--- config.mk ---
export PLATFORM = sky130hd
export DESIGN_NAME = idex_hazard_reg_flat
export DESIGN_NICKNAME = d
export VERILOG_FILES = /design/src/rtl/idex_hazard_reg_if.sv /design/src/rtl/idex_hazard_reg.sv /design/src/flat_wrapper.sv
export SDC_FILE = /design/constraint.sdc
export NUM_CORES = 1
export LEC_CHECK = 0
export CAP_MARGIN = 20
export CORE_ASPECT_RATIO = 1.25
export CORE_MARGIN = 1.5
export CORE_UTILIZATION = 40
export DETAILED_ROUTE_END_ITERATION = 12
export GPL_TIMING_DRIVEN = 0
export PLACE_DENSITY = 0.8
export SLEW_MARGIN = 40
export SYNTH_ARGS = -nofsm -noshare
export SYNTH_HDL_FRONTEND = slang
export SYNTH_SLANG_ARGS = --single-unit
--- constraint.sdc ---
create_clock -name clk_i -period 2.5 [get_ports clk_i]
set_clock_uncertainty 0.05 [all_clocks]
set_input_delay 0.5 -clock clk_i [delete_from_list [all_inputs] [get_ports clk_i]]
set_output_delay 0.5 -clock clk_i [all_outputs]
set_load 0.05 [all_outputs]
--- src/rtl/idex_hazard_reg_if.sv ---
// ID/EX bundle: ID-stage control/operands in, registered EX-side fields and
// hazard handshake back to IF/ID and the decoder.
interface idex_hazard_reg_if #(
    parameter int unsigned DATA_W = 32,
    parameter int unsigned CNT_W  = 16
);
    logic              RegWrite_i;
    logic              MemtoReg_i;
    logic              MemRead_i;
    logic              MemWrite_i;
    logic              ALUSrc_i;
    logic [1:0]        ALUOp_i;
    logic [DATA_W-1:0] RS1data_i;
    logic [DATA_W-1:0] RS2data_i;
    logic [DATA_W-1:0] Imm_i;
    logic [9:0]        funct_i;
    logic [4:0]        RS1addr_i;
    logic [4:0]        RS2addr_i;
    logic [4:0]        RDaddr_i;

    logic              RegWrite_o;
    logic              MemtoReg_o;
    logic              MemRead_o;
    logic              MemWrite_o;
    logic              ALUSrc_o;
    logic [1:0]        ALUOp_o;
    logic [DATA_W-1:0] RS1data_o;
    logic [DATA_W-1:0] RS2data_o;
    logic [DATA_W-1:0] Imm_o;
    logic [9:0]        funct_o;
    logic [4:0]        RS1addr_o;
    logic [4:0]        RS2addr_o;
    logic [4:0]        RDaddr_o;
    logic              Valid_o;
    logic              NoOp_o;
    logic              PCWrite_o;
    logic              IFIDWrite_o;
    logic [CNT_W-1:0]  BubbleCnt_o;

    modport master (
        output RegWrite_i, MemtoReg_i, MemRead_i, MemWrite_i, ALUSrc_i, ALUOp_i,
               RS1data_i, RS2data_i, Imm_i, funct_i, RS1addr_i, RS2addr_i, RDaddr_i,
        input  RegWrite_o, MemtoReg_o, MemRead_o, MemWrite_o, ALUSrc_o, ALUOp_o,
               RS1data_o, RS2data_o, Imm_o, funct_o, RS1addr_o, RS2addr_o, RDaddr_o,
               Valid_o, NoOp_o, PCWrite_o, IFIDWrite_o, BubbleCnt_o
    );

    modport slave (
        input  RegWrite_i, MemtoReg_i, MemRead_i, MemWrite_i, ALUSrc_i, ALUOp_i,
               RS1data_i, RS2data_i, Imm_i, funct_i, RS1addr_i, RS2addr_i, RDaddr_i,
        output RegWrite_o, MemtoReg_o, MemRead_o, MemWrite_o, ALUSrc_o, ALUOp_o,
               RS1data_o, RS2data_o, Imm_o, funct_o, RS1addr_o, RS2addr_o, RDaddr_o,
               Valid_o, NoOp_o, PCWrite_o, IFIDWrite_o, BubbleCnt_o
    );
endinterface

--- src/rtl/idex_hazard_reg.sv ---
// ID/EX pipeline register with load-use hazard detection, bubble insertion,
// global memory-stall freeze and a saturating bubble counter.
module idex_hazard_reg #(
    parameter int unsigned DATA_W = 32,
    parameter int unsigned CNT_W  = 16
) (
    input  logic clk_i,
    input  logic rst_i,
    input  logic MemStall_i,
    idex_hazard_reg_if.slave bus
);
    logic hazard;

    // Both source indices are compared regardless of opcode; false stalls on
    // I-type instructions are accepted to keep this off the decoder path.
    always_comb begin
        hazard = 1'b0;
        if (bus.Valid_o && bus.MemRead_o && (bus.RDaddr_o != 5'd0) &&
            ((bus.RDaddr_o == bus.RS1addr_i) || (bus.RDaddr_o == bus.RS2addr_i)))
            hazard = 1'b1;
    end

    always_comb begin
        bus.NoOp_o      = hazard;
        bus.PCWrite_o   = ~hazard & ~MemStall_i;
        bus.IFIDWrite_o = ~hazard & ~MemStall_i;
    end

    always_ff @(posedge clk_i) begin
        if (rst_i) begin
            bus.RegWrite_o  <= 1'b0;
            bus.MemtoReg_o  <= 1'b0;
            bus.MemRead_o   <= 1'b0;
            bus.MemWrite_o  <= 1'b0;
            bus.ALUSrc_o    <= 1'b0;
            bus.ALUOp_o     <= '0;
            bus.RS1data_o   <= '0;
            bus.RS2data_o   <= '0;
            bus.Imm_o       <= '0;
            bus.funct_o     <= '0;
            bus.RS1addr_o   <= '0;
            bus.RS2addr_o   <= '0;
            bus.RDaddr_o    <= '0;
            bus.Valid_o     <= 1'b0;
            bus.BubbleCnt_o <= '0;
        end else if (!MemStall_i) begin
            bus.RS1data_o <= bus.RS1data_i;
            bus.RS2data_o <= bus.RS2data_i;
            bus.Imm_o     <= bus.Imm_i;
            bus.funct_o   <= bus.funct_i;
            bus.RS1addr_o <= bus.RS1addr_i;
            bus.RS2addr_o <= bus.RS2addr_i;
            if (hazard) begin
                bus.RegWrite_o <= 1'b0;
                bus.MemtoReg_o <= 1'b0;
                bus.MemRead_o  <= 1'b0;
                bus.MemWrite_o <= 1'b0;
                bus.ALUSrc_o   <= 1'b0;
                bus.ALUOp_o    <= '0;
                bus.RDaddr_o   <= '0;
                bus.Valid_o    <= 1'b0;
                if (bus.BubbleCnt_o != '1)
                    bus.BubbleCnt_o <= bus.BubbleCnt_o + 1'b1;
            end else begin
                bus.RegWrite_o <= bus.RegWrite_i;
                bus.MemtoReg_o <= bus.MemtoReg_i;
                bus.MemRead_o  <= bus.MemRead_i;
                bus.MemWrite_o <= bus.MemWrite_i;
                bus.ALUSrc_o   <= bus.ALUSrc_i;
                bus.ALUOp_o    <= bus.ALUOp_i;
                bus.RDaddr_o   <= bus.RDaddr_i;
                bus.Valid_o    <= 1'b1;
            end
        end
    end
endmodule

--- src/flat_wrapper.sv ---
// flat-port wrapper written by rule: the top's interface ports become plain ports
module idex_hazard_reg_flat 
#(
    parameter int unsigned DATA_W = 32,
    parameter int unsigned CNT_W  = 16
)
  (clk_i, rst_i, MemStall_i, bus_RegWrite_i, bus_MemtoReg_i, bus_MemRead_i, bus_MemWrite_i, bus_ALUSrc_i, bus_ALUOp_i, bus_RS1data_i, bus_RS2data_i, bus_Imm_i, bus_funct_i, bus_RS1addr_i, bus_RS2addr_i, bus_RDaddr_i, bus_RegWrite_o, bus_MemtoReg_o, bus_MemRead_o, bus_MemWrite_o, bus_ALUSrc_o, bus_ALUOp_o, bus_RS1data_o, bus_RS2data_o, bus_Imm_o, bus_funct_o, bus_RS1addr_o, bus_RS2addr_o, bus_RDaddr_o, bus_Valid_o, bus_NoOp_o, bus_PCWrite_o, bus_IFIDWrite_o, bus_BubbleCnt_o);
  idex_hazard_reg_if #(.DATA_W(DATA_W), .CNT_W(CNT_W)) bus_i ();
  input  logic clk_i;
  input  logic rst_i;
  input  logic MemStall_i;
  input wire logic [$bits(bus_i.RegWrite_i)-1:0] bus_RegWrite_i;
  input wire logic [$bits(bus_i.MemtoReg_i)-1:0] bus_MemtoReg_i;
  input wire logic [$bits(bus_i.MemRead_i)-1:0] bus_MemRead_i;
  input wire logic [$bits(bus_i.MemWrite_i)-1:0] bus_MemWrite_i;
  input wire logic [$bits(bus_i.ALUSrc_i)-1:0] bus_ALUSrc_i;
  input wire logic [$bits(bus_i.ALUOp_i)-1:0] bus_ALUOp_i;
  input wire logic [$bits(bus_i.RS1data_i)-1:0] bus_RS1data_i;
  input wire logic [$bits(bus_i.RS2data_i)-1:0] bus_RS2data_i;
  input wire logic [$bits(bus_i.Imm_i)-1:0] bus_Imm_i;
  input wire logic [$bits(bus_i.funct_i)-1:0] bus_funct_i;
  input wire logic [$bits(bus_i.RS1addr_i)-1:0] bus_RS1addr_i;
  input wire logic [$bits(bus_i.RS2addr_i)-1:0] bus_RS2addr_i;
  input wire logic [$bits(bus_i.RDaddr_i)-1:0] bus_RDaddr_i;
  output wire logic [$bits(bus_i.RegWrite_o)-1:0] bus_RegWrite_o;
  output wire logic [$bits(bus_i.MemtoReg_o)-1:0] bus_MemtoReg_o;
  output wire logic [$bits(bus_i.MemRead_o)-1:0] bus_MemRead_o;
  output wire logic [$bits(bus_i.MemWrite_o)-1:0] bus_MemWrite_o;
  output wire logic [$bits(bus_i.ALUSrc_o)-1:0] bus_ALUSrc_o;
  output wire logic [$bits(bus_i.ALUOp_o)-1:0] bus_ALUOp_o;
  output wire logic [$bits(bus_i.RS1data_o)-1:0] bus_RS1data_o;
  output wire logic [$bits(bus_i.RS2data_o)-1:0] bus_RS2data_o;
  output wire logic [$bits(bus_i.Imm_o)-1:0] bus_Imm_o;
  output wire logic [$bits(bus_i.funct_o)-1:0] bus_funct_o;
  output wire logic [$bits(bus_i.RS1addr_o)-1:0] bus_RS1addr_o;
  output wire logic [$bits(bus_i.RS2addr_o)-1:0] bus_RS2addr_o;
  output wire logic [$bits(bus_i.RDaddr_o)-1:0] bus_RDaddr_o;
  output wire logic [$bits(bus_i.Valid_o)-1:0] bus_Valid_o;
  output wire logic [$bits(bus_i.NoOp_o)-1:0] bus_NoOp_o;
  output wire logic [$bits(bus_i.PCWrite_o)-1:0] bus_PCWrite_o;
  output wire logic [$bits(bus_i.IFIDWrite_o)-1:0] bus_IFIDWrite_o;
  output wire logic [$bits(bus_i.BubbleCnt_o)-1:0] bus_BubbleCnt_o;
  assign bus_i.RegWrite_i = bus_RegWrite_i;
  assign bus_i.MemtoReg_i = bus_MemtoReg_i;
  assign bus_i.MemRead_i = bus_MemRead_i;
  assign bus_i.MemWrite_i = bus_MemWrite_i;
  assign bus_i.ALUSrc_i = bus_ALUSrc_i;
  assign bus_i.ALUOp_i = bus_ALUOp_i;
  assign bus_i.RS1data_i = bus_RS1data_i;
  assign bus_i.RS2data_i = bus_RS2data_i;
  assign bus_i.Imm_i = bus_Imm_i;
  assign bus_i.funct_i = bus_funct_i;
  assign bus_i.RS1addr_i = bus_RS1addr_i;
  assign bus_i.RS2addr_i = bus_RS2addr_i;
  assign bus_i.RDaddr_i = bus_RDaddr_i;
  assign bus_RegWrite_o = bus_i.RegWrite_o;
  assign bus_MemtoReg_o = bus_i.MemtoReg_o;
  assign bus_MemRead_o = bus_i.MemRead_o;
  assign bus_MemWrite_o = bus_i.MemWrite_o;
  assign bus_ALUSrc_o = bus_i.ALUSrc_o;
  assign bus_ALUOp_o = bus_i.ALUOp_o;
  assign bus_RS1data_o = bus_i.RS1data_o;
  assign bus_RS2data_o = bus_i.RS2data_o;
  assign bus_Imm_o = bus_i.Imm_o;
  assign bus_funct_o = bus_i.funct_o;
  assign bus_RS1addr_o = bus_i.RS1addr_o;
  assign bus_RS2addr_o = bus_i.RS2addr_o;
  assign bus_RDaddr_o = bus_i.RDaddr_o;
  assign bus_Valid_o = bus_i.Valid_o;
  assign bus_NoOp_o = bus_i.NoOp_o;
  assign bus_PCWrite_o = bus_i.PCWrite_o;
  assign bus_IFIDWrite_o = bus_i.IFIDWrite_o;
  assign bus_BubbleCnt_o = bus_i.BubbleCnt_o;
  idex_hazard_reg #(.DATA_W(DATA_W), .CNT_W(CNT_W)) u_core (.clk_i(clk_i), .rst_i(rst_i), .MemStall_i(MemStall_i), .bus(bus_i));
endmodule
==> results.py, run 1 <==
metrics = {
    "layout": {
        "utilization_pct": 67.6,
        "antenna_cells": 0,
        "stdcell_area_um2": 9260,
        "drive_gt1_share_pct": 9.05,
        "fin_nets": 993,
        "syn2layout_area_growth_pct": 66.2,
        "stdcell_count": 1048,
        "n_fill_cell": 1083,
    },
    "cts": {
        "path_clk_slew_ns": 0.06,
        "clockRootBuffer": "clkbuf_16",
        "insertion_delay_ns": 0.41,
        "htreeDepth": 4,
        "cts_tree": "yes",
        "cts.sinks": 145,
        "cts.path.max_buffers": 2,
        "cts_buffers": 17,
    },
    "placement": {
        "gp_congestion": 0.840,
        "dpl_worst_slack_ns": -1.08,
        "numPortBuffers": 277,
        "dp.cells": 1008,
        "dp_hpwl_um": 13200,
        "dpl_cell_area_um2": 8610,
    },
    "floorplan": {
        "io_pins": 279,
        "start_util_pct": 40.7,
        "die_h_um": 135,
        "num_rows": 48,
        "fp.dieW_um": 109,
        "dieArea_um2": 14700,
        "fp.coreArea_um2": 13700,
    },
    "setup_path": {
        "critPathLaunchType": "flop",
        "cp_slowest_cell": "or3_4",
        "crit_path_end_kind": "output pin",
        "crit_type": "reg2out",
        "crit_arrival_ns": 2.02,
        "slowest_delay_ns": 0.38,
        "critical_path_peak_fanout": 5,
        "path_cells": "or3_4, o311a_4, nor2b_4, nor2_4, buf_6, buf_8",
        "worstPathRequired_ns": 1.95,
    },
    "drt": {
        "drt_iter0_markers": 187,
        "wl_per_cell_um": 16.4,
        "finalWirelength_um": 17200,
        "drc": 0,
        "routed_via_density": 4.94,
        "num_vias": 5174,
        "drt-pass1-iter-count": 4,
        "antenna_left": 0,
    },
    "global_routing": {
        "grt_pass1_wl_um": 26200,
        "grt_usage_pct": 23.3,
        "grt_overflow": 0,
        "grt_max_degree": 17,
        "grt_pass1_vias": 5321,
        "antenna_found_initial": 1,
    },
    "status": {
        "failed_checks": "setup timing",
        "status": "finished with violations",
    },
    "power": {
        "sw_frac_of_total_pct": 27.6,
        "powerDensity_nw_per_um2": 682,
        "pwr-share-clk_pct": 40.3,
        "vdd_ir_drop_max_v": 0.000699,
        "pwr-share-comb_pct": 20.0,
        "pwr-share-seq_pct": 39.7,
        "cellInternalPower_mw": 4.58,
        "p_sw_mw": 1.74,
        "p_leak_nw": 3.85,
    },
    "timing": {
        "hold_viol_final": 0,
        "fmax_mhz": 389,
        "min_period_over_period_pct": 103,
        "whs_ns": 0.360,
        "setup-violations-final": 3,
        "min_period_ns": 2.57,
        "drv_slew": 0,
        "fin_ws_ns": -0.0694,
        "worst_pin_slew_ns": 0.702,
        "maxSlewHeadroom_pct": 53.2,
        "rsz0062_at_grt": "true",
    },
    "yosys": {
        "ys_warn_count": 0,
        "syn_nets": 688,
        "ys_ff_latch": 145,
        "synth-main-ff-cell": "dfxtp_1",
        "syn_inst": 556,
        "synth_edf_count": 0,
        "async_reset_ff_share_pct": 0,
        "ys_seq_area_share_pct": 52.1,
        "syn_avg_cell_area_um2": 10.0,
        "yosysUniqueCellTypes": 36,
        "syn_area_um2": 5570,
    },
    "flow_run": {
        "drv_cap": 0,
    },
    "hold_path": {
        "hold_path_class": "in2reg",
    },
}
[sequential cells by signal (all words and copies together) (netlist names)]
register                flops
u_core.bus.Imm_o           32
u_core.bus.RS1data_o       32
u_core.bus.RS2data_o       32
u_core.bus.BubbleCnt_o     16
u_core.bus.funct_o         10
u_core.bus.RDaddr_o         5
u_core.bus.RS1addr_o        5
u_core.bus.RS2addr_o        5
u_core.bus.ALUOp_o          2
u_core.bus.ALUSrc_o         1
u_core.bus.MemRead_o        1
u_core.bus.MemWrite_o       1
u_core.bus.MemtoReg_o       1
u_core.bus.RegWrite_o       1
u_core.bus.Valid_o          1
[area by class of cell]
cell class	instances	area (um2)	area share [%]
repair buffers	287	2850	30.7
clock buffers	21	460	4.97
multi-input cells	367	2470	26.6
flip-flops and latches	145	2910	31.5
clock inverters	10	134	1.45
well taps	175	219	2.36
inverters	4	15.0	0.162
plain buffers	39	206	2.23
[placed cells by master, fill, tap and decap left out, types with 4 or more instances in the layout]
master,netlist,final
clkdlybuf4s50_1,0,264
dfxtp_1,145,140
nor2_1,124,123
mux2i_1,116,116
clkbuf_1,22,23
nand3_1,22,22
clkbuf_16,0,17
nand2_1,15,15
buf_2,14,14
a21oi_1,14,14
o22ai_1,12,12
buf_4,1,11
xor2_1,10,10
o31ai_1,9,9
or4_1,9,9
or3_1,8,7
dlygate4sd2_1,0,6
nand4_1,5,5
o21ai_0,5,5
clkinv_2,0,4
dlymetal6s2s_1,0,4
[worst max-delay path, delay by kind of cell, from the launching register on]
| kind | cells | cell delay, ns |
|---|---|---|
| flip-flops | 1 | 0.36 |
| buffers and inverters | 2 | 0.24 |
| AND/OR/NAND/NOR | 3 | 0.65 |
| AO/OA/AOI/OAI | 1 | 0.35 |
[final timing paths]
check | from | endpoint | slack, ns | cells after the start
max | u_core.bus.RDaddr_o[1]$_SDFFE_PP0N_ | bus_PCWrite_o | -0.07 | 6
min | bus_RS1addr_i[3] | u_core.bus.RS1addr_o[3]$_SDFFE_PP0N_ | 0.36 | 3
max reg2reg | u_core.bus.RDaddr_o[0]$_SDFFE_PP0N_ | u_core.bus.BubbleCnt_o[10]$_SDFFE_PP0P_ | 0.47 | 8
min reg2reg | u_core.bus.ALUOp_o[0]$_SDFFE_PP0N_ | u_core.bus.ALUOp_o[0]$_SDFFE_PP0N_ | 0.43 | 2
[timing repair]
action / in CTS / in global routing
resized for setup: 26 / 6
pin swaps: 9 / 9
endpoints found under the hold margin: 0 / 0
hold buffers: 0 / 0
setup buffers: 7 / 3
endpoints found under the setup margin: 3 / 13
[layer usage]
metal / global-route usage (%) / vias to the layer above / wire, um
met5: 0 / - / 0
met3: 8.54 / 48 / 1360
met2: 42.2 / 228 / 8980
li1: - / 2512 / -
met4: 12.1 / 0 / 697
met1: 23.0 / 2386 / 6140
[cells in the mapped netlist, drive strengths merged, types with 6 or more instances]
cell	number	share of area, %
dfxtp	145	52
nor2	124	8.4
mux2i	116	21
clkbuf	22	1.5
nand3	22	2.0
buf	18	2.2
a21oi	16	1.6
nand2	16	1.2
o22ai	12	1.3
xor2	10	1.6
o31ai	9	1.2
or4	9	1.2
or3	8	0.90
o21ai	7	0.63
nand4	6	0.79
[logic make-up (layout without fill, tap and decap cells)]
logic type | count (synthesis) | in the layout | share of synthesized area (%)
muxes | 116 | 116 | 20.8
AOI/OAI and AO/OA | 48 | 48 | 5.88
and+or+nand+nor | 192 | 192 | 15.4
adders and majority gates | 1 | 1 | 0.224
xor gates and xnor gates | 10 | 10 | 1.57
buffers and inverters | 44 | 361 | 3.97
DFF | 145 | 145 | 52.1
[per-stage QoR]
| stage | total power, mW | setup TNS (ns) |
|---|---|---|
| CTS | 6.36 | -0.270 |
| finish | 6.32 | -0.150 |
| global placement | 3.78 | -12.98 |
| global route | 6.54 | -0.376 |
| detailed placement | 3.81 | -15.23 |
| floorplan | 3.27 | -0.0621 |
[power by group through the flow]
stage | combinational, mW | clock, mW | sequential (mW)
final | 1.26 | 2.55 | 2.51
after global placement | 1.23 | 0 | 2.55
after global routing | 1.32 | 2.70 | 2.52
after floorplan | 0.296 | 0 | 2.98
after CTS | 1.27 | 2.59 | 2.51
after detailed placement | 1.25 | 0 | 2.56
Note: power is estimated with default switching activity, not from simulation.
==> run 2: changes to the inputs <==
--- a/config.mk
+++ b/config.mk
@@ -8,10 +8,10 @@
 export CAP_MARGIN = 20
 export CORE_ASPECT_RATIO = 1.25
 export CORE_MARGIN = 1.5
-export CORE_UTILIZATION = 40
+export CORE_UTILIZATION = 36
 export DETAILED_ROUTE_END_ITERATION = 12
 export GPL_TIMING_DRIVEN = 0
-export PLACE_DENSITY = 0.8
+export PLACE_DENSITY = 0.76
 export SLEW_MARGIN = 40
 export SYNTH_ARGS = -nofsm -noshare
 export SYNTH_HDL_FRONTEND = slang
==> constraint.sdc (replaced) <==
create_clock -name clk_i -period 2.1 [get_ports clk_i]
set_clock_uncertainty 0.05 [all_clocks]
set_input_delay 0.42 -clock clk_i [delete_from_list [all_inputs] [get_ports clk_i]]
set_output_delay 0.42 -clock clk_i [all_outputs]
set_load 0.05 [all_outputs]
==> results.py, run 2 (synthesis gave the netlist of run 1 again) <==
metrics = {
    "timing": {
        "min_period_ns": 2.43,
        "fmax_mhz": 412,
        "hold_viol_final": 0,
        "min_period_over_period_pct": 116,
        "setup-violations-final": 3,
        "worst_pin_slew_ns": 0.723,
        "drv_slew": 0,
        "fin_ws_ns": -0.326,
        "rsz0062_at_grt": "true",
        "maxSlewHeadroom_pct": 51.8,
    },
    "layout": {
        "multiInputGateArea_um2": 2470,
        "utilization_pct": 61.4,
        "stdcell_count": 1079,
        "layout_commonest_cell": "clkdlybuf4s50_1",
        "final_cell_mix": "clkdlybuf4s50_1 (224), dfxtp_1 (139), nor2_1 (123), mux2i_1 (116), dlygate4sd2_1 (27)",
        "syn2layout_area_growth_pct": 66.1,
        "drive_gt1_share_pct": 8.97,
        "final-seq-area_um2": 2920,
        "fin_nets": 990,
        "n_fill_cell": 1304,
        "stdcell_area_um2": 9260,
        "top_regs": "u_core.bus.Imm_o x32, u_core.bus.RS1data_o x32, u_core.bus.RS2data_o x32",
    },
    "placement": {
        "dp.cells": 1041,
        "dpl_cell_area_um2": 8650,
        "dpl_worst_slack_ns": -1.34,
        "dp_hpwl_um": 12400,
        "gp_congestion": 0.888,
        "numPortBuffers": 277,
    },
    "floorplan": {
        "io_pins": 279,
        "fp.dieW_um": 114,
        "fp.coreArea_um2": 15100,
        "num_rows": 50,
        "die_h_um": 142,
        "dieArea_um2": 16200,
        "start_util_pct": 37.0,
    },
    "setup_path": {
        "critical_path_peak_fanout": 4,
        "critPathLaunchType": "flop",
        "worstPathRequired_ns": 1.63,
        "slowest_delay_ns": 0.38,
        "cp_top_family": "simple AND/OR/NAND/NOR gates",
        "crit_type": "reg2out",
        "crit-reg2reg-launch": "u_core.bus.RDaddr_o[0]$_SDFFE_PP0N_",
        "rrSetupSlack_ns": 0.19,
        "crit_arrival_ns": 1.96,
        "cp_slowest_cell": "or3_4",
        "path_buf_inv": 2,
        "r2r_end": "u_core.bus.BubbleCnt_o[1]$_SDFFE_PP0P_",
        "path_cells": "or3_4, o311a_4, nor2b_4, nor2_4, buf_6, buf_8",
        "reg2reg_depth": 7,
        "crit_path_end_kind": "output pin",
    },
    "status": {
        "status": "finished with violations",
        "failed_checks": "setup timing",
    },
    "cts": {
        "cts_hold_buffers": 0,
        "cts.path.max_buffers": 2,
        "cts_tree": "yes",
        "cts_buffers": 17,
        "path_clk_slew_ns": 0.06,
        "htreeDepth": 4,
        "insertion_delay_ns": 0.42,
        "clockRootBuffer": "clkbuf_16",
        "cts.sinks": 145,
    },
    "flow_run": {
        "drv_cap": 0,
    },
    "hold_path": {
        "holdPathStages": 3,
        "worstHoldEndpoint": "u_core.bus.RS2addr_o[4]$_SDFFE_PP0N_",
        "worstHoldStart": "bus_RS2addr_i[4]",
        "hold_path_class": "in2reg",
    },
    "power": {
        "p_total_mw": 7.17,
        "vdd_ir_drop_max_v": 0.000475,
        "p_leak_nw": 4.22,
        "powerDensity_nw_per_um2": 775,
    },
    "drt": {
        "num_vias": 5077,
        "antenna_left": 0,
        "drt-pass1-iter-count": 4,
        "finalWirelength_um": 16700,
        "drt_iter0_markers": 261,
        "wl_per_cell_um": 15.5,
        "routed_via_density": 4.71,
        "drc": 0,
    },
    "global_routing": {
        "antenna_found_initial": 1,
        "grt_pass1_wl_um": 25200,
        "grt_overflow": 0,
        "grt_pass1_vias": 4901,
        "grt_usage_pct": 20.3,
        "grt_max_degree": 17,
    },
}
run 2: cell types whose count changed in the layout (fill, tap and decap cells not counted), sizes merged:
| cell | previous run | this run |
|---|---|---|
| clkdlybuf4s50 | 264 | 224 |
| bufinv | 3 | 0 |
| buf | 30 | 28 |
| dlygate4sd2 | 6 | 27 |
| diode | 0 | 1 |
| inv | 5 | 6 |
| dlymetal6s2s | 4 | 23 |
| clkinv | 4 | 5 |
run 2: how the worst max path moves through the flow:
stage                                                   start            end  slack [ns]  cells past startpoint
after detailed placement                     bus_RS1addr_i[2]  bus_PCWrite_o       -1.34                     10
after global placement                       bus_RS1addr_i[0]  bus_PCWrite_o       -1.33                     10
after global routing                         bus_RS1addr_i[3]  bus_PCWrite_o       -0.39                      9
final                     u_core.bus.RDaddr_o[1]$_SDFFE_PP0N_  bus_PCWrite_o       -0.33                      6
after floorplan           u_core.bus.RDaddr_o[1]$_SDFFE_PP0N_  bus_PCWrite_o       -0.38                      6
after CTS                 u_core.bus.RDaddr_o[1]$_SDFFE_PP0N_  bus_PCWrite_o       -0.33                      6
run 2: worst reg2reg max path: cells and delay by family (launching register included):
kind | cells | cell delay, ns
AOI/OAI and AO/OA | 2 | 0.23
and+or+nand+nor | 2 | 0.71
xor gates and xnor gates | 1 | 0.15
DFF | 1 | 0.37
buffers and inverters | 2 | 0.35
run 2: layout make-up:
class	instances	share of cell area [%]
Antenna cell	1	0.0270
Buffer	38	2.19
Clock buffer	22	5.01
Clock inverter	9	0.635
Inverter	4	0.162
Multi-Input combinational cell	367	26.7
Sequential cell	145	31.5
Tap cell	208	2.81
Timing Repair Buffer	285	30.9
run 2: power by group:
part | leakage, nW | total (mW) | switching (mW) | internal, mW
sequential | 1.20 | 2.98 | 0.0822 | 2.90
combinational | 2.77 | 1.48 | 0.865 | 0.619
clock | 0.256 | 2.71 | 1.15 | 1.56
run 2: through the flow:
stage	hold WS, ns	TNS (ns)
CTS	0.341	-0.937
global placement	0.415	-35.67
global route	0.295	-1.08
finish	0.258	-0.893
floorplan	0.514	-0.549
detailed placement	0.420	-40.18
run 2: repair_timing:
item | in CTS | in global routing
gates resized for setup | 52 | 23
cloned | 0 | 0
setup buffers | 8 | 0
setup endpoints to repair | 76 | 26
pin swaps | 6 | 3
run 2: metal layers:
metal  routed length [um]  vias to the layer above  part of all wire (%)  track usage [%]
li1                     -                     2523                     -                -
met1                 6440                     2350                    38             21.7
met2                 8480                      178                    51             34.6
met3                 1400                       26                   8.3             8.82
met4                  420                        0                   2.5             9.41
met5                    0                        -                     0                0
==> variant 1 (flow settings as in run 1) <==
`DATA_W` is set to 32 in 3 places; all go to 40.
--- a/src/rtl/idex_hazard_reg_if.sv
+++ b/src/rtl/idex_hazard_reg_if.sv
@@ -3,3 +3,3 @@
 interface idex_hazard_reg_if #(
-    parameter int unsigned DATA_W = 32,
+    parameter int unsigned DATA_W = 40,
     parameter int unsigned CNT_W  = 16
--- a/src/rtl/idex_hazard_reg.sv
+++ b/src/rtl/idex_hazard_reg.sv
@@ -3,3 +3,3 @@
 module idex_hazard_reg #(
-    parameter int unsigned DATA_W = 32,
+    parameter int unsigned DATA_W = 40,
     parameter int unsigned CNT_W  = 16
--- a/src/flat_wrapper.sv
+++ b/src/flat_wrapper.sv
@@ -3,3 +3,3 @@
 #(
-    parameter int unsigned DATA_W = 32,
+    parameter int unsigned DATA_W = 40,
     parameter int unsigned CNT_W  = 16
Interface: changed (6 resized); port bits go from 279 to 327. No check against the original RTL was run, so the function may have changed too.
==> variant 1 against run 1 <==
Via count up 8.4%. First-iteration DRC count up 36%. Total power up 7.7%. Setup slack better by 0.15 ns. Non-clock buffer count up 39. Design area up 12%. Synthesized area up 13%. Clock power down 5%. Sequential cell count up 24. Sequential share of layout area up 1.1 points. Wire length up 14%. Worst hold slack worse by 0.026 ns. Largest power group is now registers.
==> variant 1: results (changes against run 1) <==
stage	metric	value	unit	change
logic_synthesis	top cells by area, synth	dfxtp_1 53%, mux2i_1 22%, nor2_1 8.8%		was dfxtp_1 52%, mux2i_1 21%, nor2_1 8.4%
hold_path	Worst Hold End	u_core.bus.RS1addr_o[4]		was u_core.bus.RS1addr_o[3]
outcome	status	completed		was finished with violations
worst_setup_path	critical register-to-register path endpoint	u_core.bus.BubbleCnt_o[5]		was u_core.bus.BubbleCnt_o[10]
global_routing	met1 Resource Use GR	25.5	%	was 23.0%
cts	# clock sinks	169		was 145
placed_design	worst slack at placement	-1.41	ns	was -1.08 ns
worst_setup_path	setup slack on the worst flop-to-flop path	0.40	ns	was 0.47 ns
routing	1st-pass router iterations	5		was 4
final_layout	combined area of the multi-input logic cells	2770	sq um	was 2470 sq um
final_layout	fraction of layout instances using a drive strength above 1	7.07	%	was 9.05%
power_and_ir_drop	register share of total power	42.9	%	was 39.7%
final_layout	sequential cell area share	32.5	%	was 31.5%
worst_setup_path	critical path data arrival time	1.87	ns	was 2.02 ns
global_routing	M2 GR Usage	39.4	%	was 42.2%
routing	number of vias per cell	4.77		was 4.94
final_layout	clock distribution area overhead in the final layout	5.19	%	was 6.42%
power_and_ir_drop	net switching share of the total power	29.5	%	was 27.6%
global_routing	Global Route met3 Usage	8.18	%	was 8.54%
final_layout	Multi-input comb cells	395		was 367
placed_design	weighted congestion at the end of routability-driven global placement	0.815		was 0.840
worst_setup_path	Critical Path Start	bus_RS2addr_i[2]		was u_core.bus.RDaddr_o[1]
logic_synthesis	number of different library cells in the post-synthesis netlist	37		was 36
power_and_ir_drop	worst ir drop on vdd	0.451	mV	was 0.699 mV
worst_setup_path	Critical Path Slowest Stage Cell	clkdlybuf4s50_1		was or3_4
placed_design	input/output buffers	325		was 277
worst_setup_path	highest net fanout along the worst path	2		was 5
die	inserted tap cell count	212		was 175
final_layout	net total in the final layout	1106		was 993
logic_synthesis	post-synthesis sequential area ratio	53.5	%	was 52.1%
logic_synthesis	most instantiated cells after synthesis	169 x dfxtp_1, 149 x nor2_1, 141 x mux2i_1		was 145 x dfxtp_1, 124 x nor2_1, 116 x mux2i_1
final_layout	number of fill cells	1274		was 1,083
global_routing	overall track demand over capacity in global routing	22.9	%	was 23.3%
timing	worst-case headroom to the max-slew limit	52.9	%	was 53.2%
worst_setup_path	cell family with the largest share of critical-path delay	buffers and inverters		was simple AND/OR/NAND/NOR gates
global_routing	wire length of the first global-routing pass	28900	um	was 26,200 um
hold_path	startpoint of the most critical hold path	bus_RS1addr_i[4]		was bus_RS1addr_i[3]
routing	WL final	19600	um	was 17,200 um
worst_setup_path	Worst Reg2Reg Path Length in Cells	6		was 8
worst_setup_path	largest stage delay on the critical path	0.52	ns	was 0.38 ns
final_layout	number of logic inverters in the finished layout	2		was 4
final_layout	largest registers ranked by flip-flop count	u_core.bus.Imm_o (40), u_core.bus.RS1data_o (40), u_core.bus.RS2data_o (40)		was u_core.bus.Imm_o (32), u_core.bus.RS1data_o (32), u_core.bus.RS2data_o (32)
timing	portion of the clock cycle consumed by the worst path in the final layout	96.9	%	was 103%
-- variant 1: metal layers --
metal	wire length (um)	vias up
li1	-	2765
met1	7720	2608
met2	9910	206
met3	1550	31
met4	437	0
met5	0	-
-- variant 1: kinds of logic after synthesis --
logic type	Yosys count	share of synthesized area (%)
AO/OA/AOI/OAI	42	5.28
XOR/XNOR	10	1.38
adder cells (fa/ha/maj)	1	0.198
buffers and inverters	42	3.09
flip-flops	169	53.5
multiplexers	144	22.8
AND/OR/NAND/NOR	198	13.7
-- variant 1: repair_timing --
item | CTS | global route
setup buffers | 1 | 0
gates resized for setup | 28 | 6
pin swaps | 2 | 6
setup endpoints to repair | 4 | 3
-- variant 1: per-stage QoR --
stage	std cells	TNS, ns
4_1_cts	1174	0
3_3_place_gp	1143	-36.34
6_report	1175	0
3_5_place_dp	1143	-35.34
5_1_grt	1175	0
2_1_floorplan	606	0
==> variant 2 (config.mk and constraints of run 1) <==
Without the edit above. Make the reset (`rst_i`) asynchronous in one clocked block.
--- a/src/rtl/idex_hazard_reg.sv
+++ b/src/rtl/idex_hazard_reg.sv
@@ -28,3 +28,3 @@
 
-    always_ff @(posedge clk_i) begin
+    always_ff @(posedge clk_i or posedge rst_i) begin
         if (rst_i) begin
Formal check against the unedited RTL: differs if rst_i is asserted again (counterexample within 4 cycles, from zero or initial values and one cycle with rst_i high); with rst_i held inactive, the same outputs for 10 cycles.
==> variant 2 against run 1 <==
The run still ends with setup timing left. Wire length down 7.4%. Total power rose by 16%. Maximum frequency shrank 7.0%. Design area up 2.7%. Setup slack lost 0.19 ns. Register-to-register slack got worse by 0.22 ns. Sequential cell count stayed put. Synthesized area rose by 1.2%. Critical path type unchanged. Critical endpoint unchanged. Largest cell class is now flip-flops and latches. Highest routed layer unchanged.
==> variant 2: results (changes against run 1) <==
stage	metric	value	unit	change
outcome	status	finished with violations		unchanged
outcome	failing checks	setup timing		unchanged
hold_path	type of the tightest min-delay check	input port to async pin		was input port to flip-flop
routing	DRC marker count from the first detailed-route iteration	80		was 187
logic_synthesis	Mean Syn Cell Area	14.7	sq um	was 10.0 sq um
worst_setup_path	highest net fanout along the worst path	2		was 5
routing	number of vias per cell	4.86		was 4.94
placed_design	count of placed standard cells including taps	842		was 1,008
final_layout	number of fill cells	1002		was 1,083
routing	Routed met3 length	1340	um	was 1360 um
final_layout	clock distribution area overhead in the final layout	6.59	%	was 6.42%
timing	final hold slack	0.437	ns	was 0.360 ns
logic_synthesis	Post-Synth XOR/XNOR Area	3.88	%	was 1.57%
routing	routed length on met2	8380	um	was 8980 um
placed_design	detailed placement HPWL	12300	um	was 13,200 um
logic_synthesis	number of standard cells after synthesis	384		was 556
worst_setup_path	setup slack on the worst flop-to-flop path	0.25	ns	was 0.47 ns
timing	minimum period implied by the final worst setup slack	2.76	ns	was 2.57 ns
timing	final setup fails	3		unchanged
global_routing	wire length of the first global-routing pass	24100	um	was 26,200 um
routing	met1 wire length	5620	um	was 6140 um
logic_synthesis	top cells by area, synth	dfrtp_1 64%, mux2_1 14%, mux2_2 9.2%		was dfxtp_1 52%, mux2i_1 21%, nor2_1 8.4%
final_layout	Final Cell Area	9510	sq um	was 9260 sq um
placed_design	placement-stage cell area	8810	sq um	was 8610 sq um
logic_synthesis	post-synthesis mux area share	23.6	%	was 20.8%
final_layout	Final non-clock buffer share	32.4	%	was 33.0%
logic_synthesis	post-synthesis sequential area ratio	64.3	%	was 52.1%
final_layout	Clock Buffer Count	20		was 21
final_layout	total of plain and repair buffers excluding clock buffers	311		was 326
logic_synthesis	area share of fa/ha/maj cells after synthesis	0.222	%	was 0.225%
logic_synthesis	synthesized-area fraction occupied by ao, oa, aoi and oai cells	1.31	%	was 5.88%
timing	Setup WS post-layout	-0.263	ns	was -0.0694 ns
## variant 2: cell count changes after synthesis, moves of 13 or more
cell	delta
buf_2	-13
dfrtp_1	+145
mux2i_1	-116
a21oi_1	-14
nand2_1	+17
mux2_1	+72
clkbuf_1	-13
nand3_1	-14
dfxtp_1	-145
nor2_1	-121
mux2_2	+46
xnor2_1	+24
## variant 2: power by group through the flow
stage / logic, mW / clock network (mW) / registers [mW]
final: 1.95 / 2.68 / 2.70
after global routing: 2.03 / 2.82 / 2.73
after CTS: 1.97 / 2.73 / 2.71
after detailed placement: 1.93 / 0 / 2.75
after global placement: 1.87 / 0 / 2.74
after floorplan: 0.326 / 0 / 3.53
## variant 2: what timing repair did
action	4_1_cts	5_1_grt
setup endpoints to repair	3	3
hold endpoints to repair	0	0
resized for setup	24	0
setup buffers	8	1
pin swaps	3	1
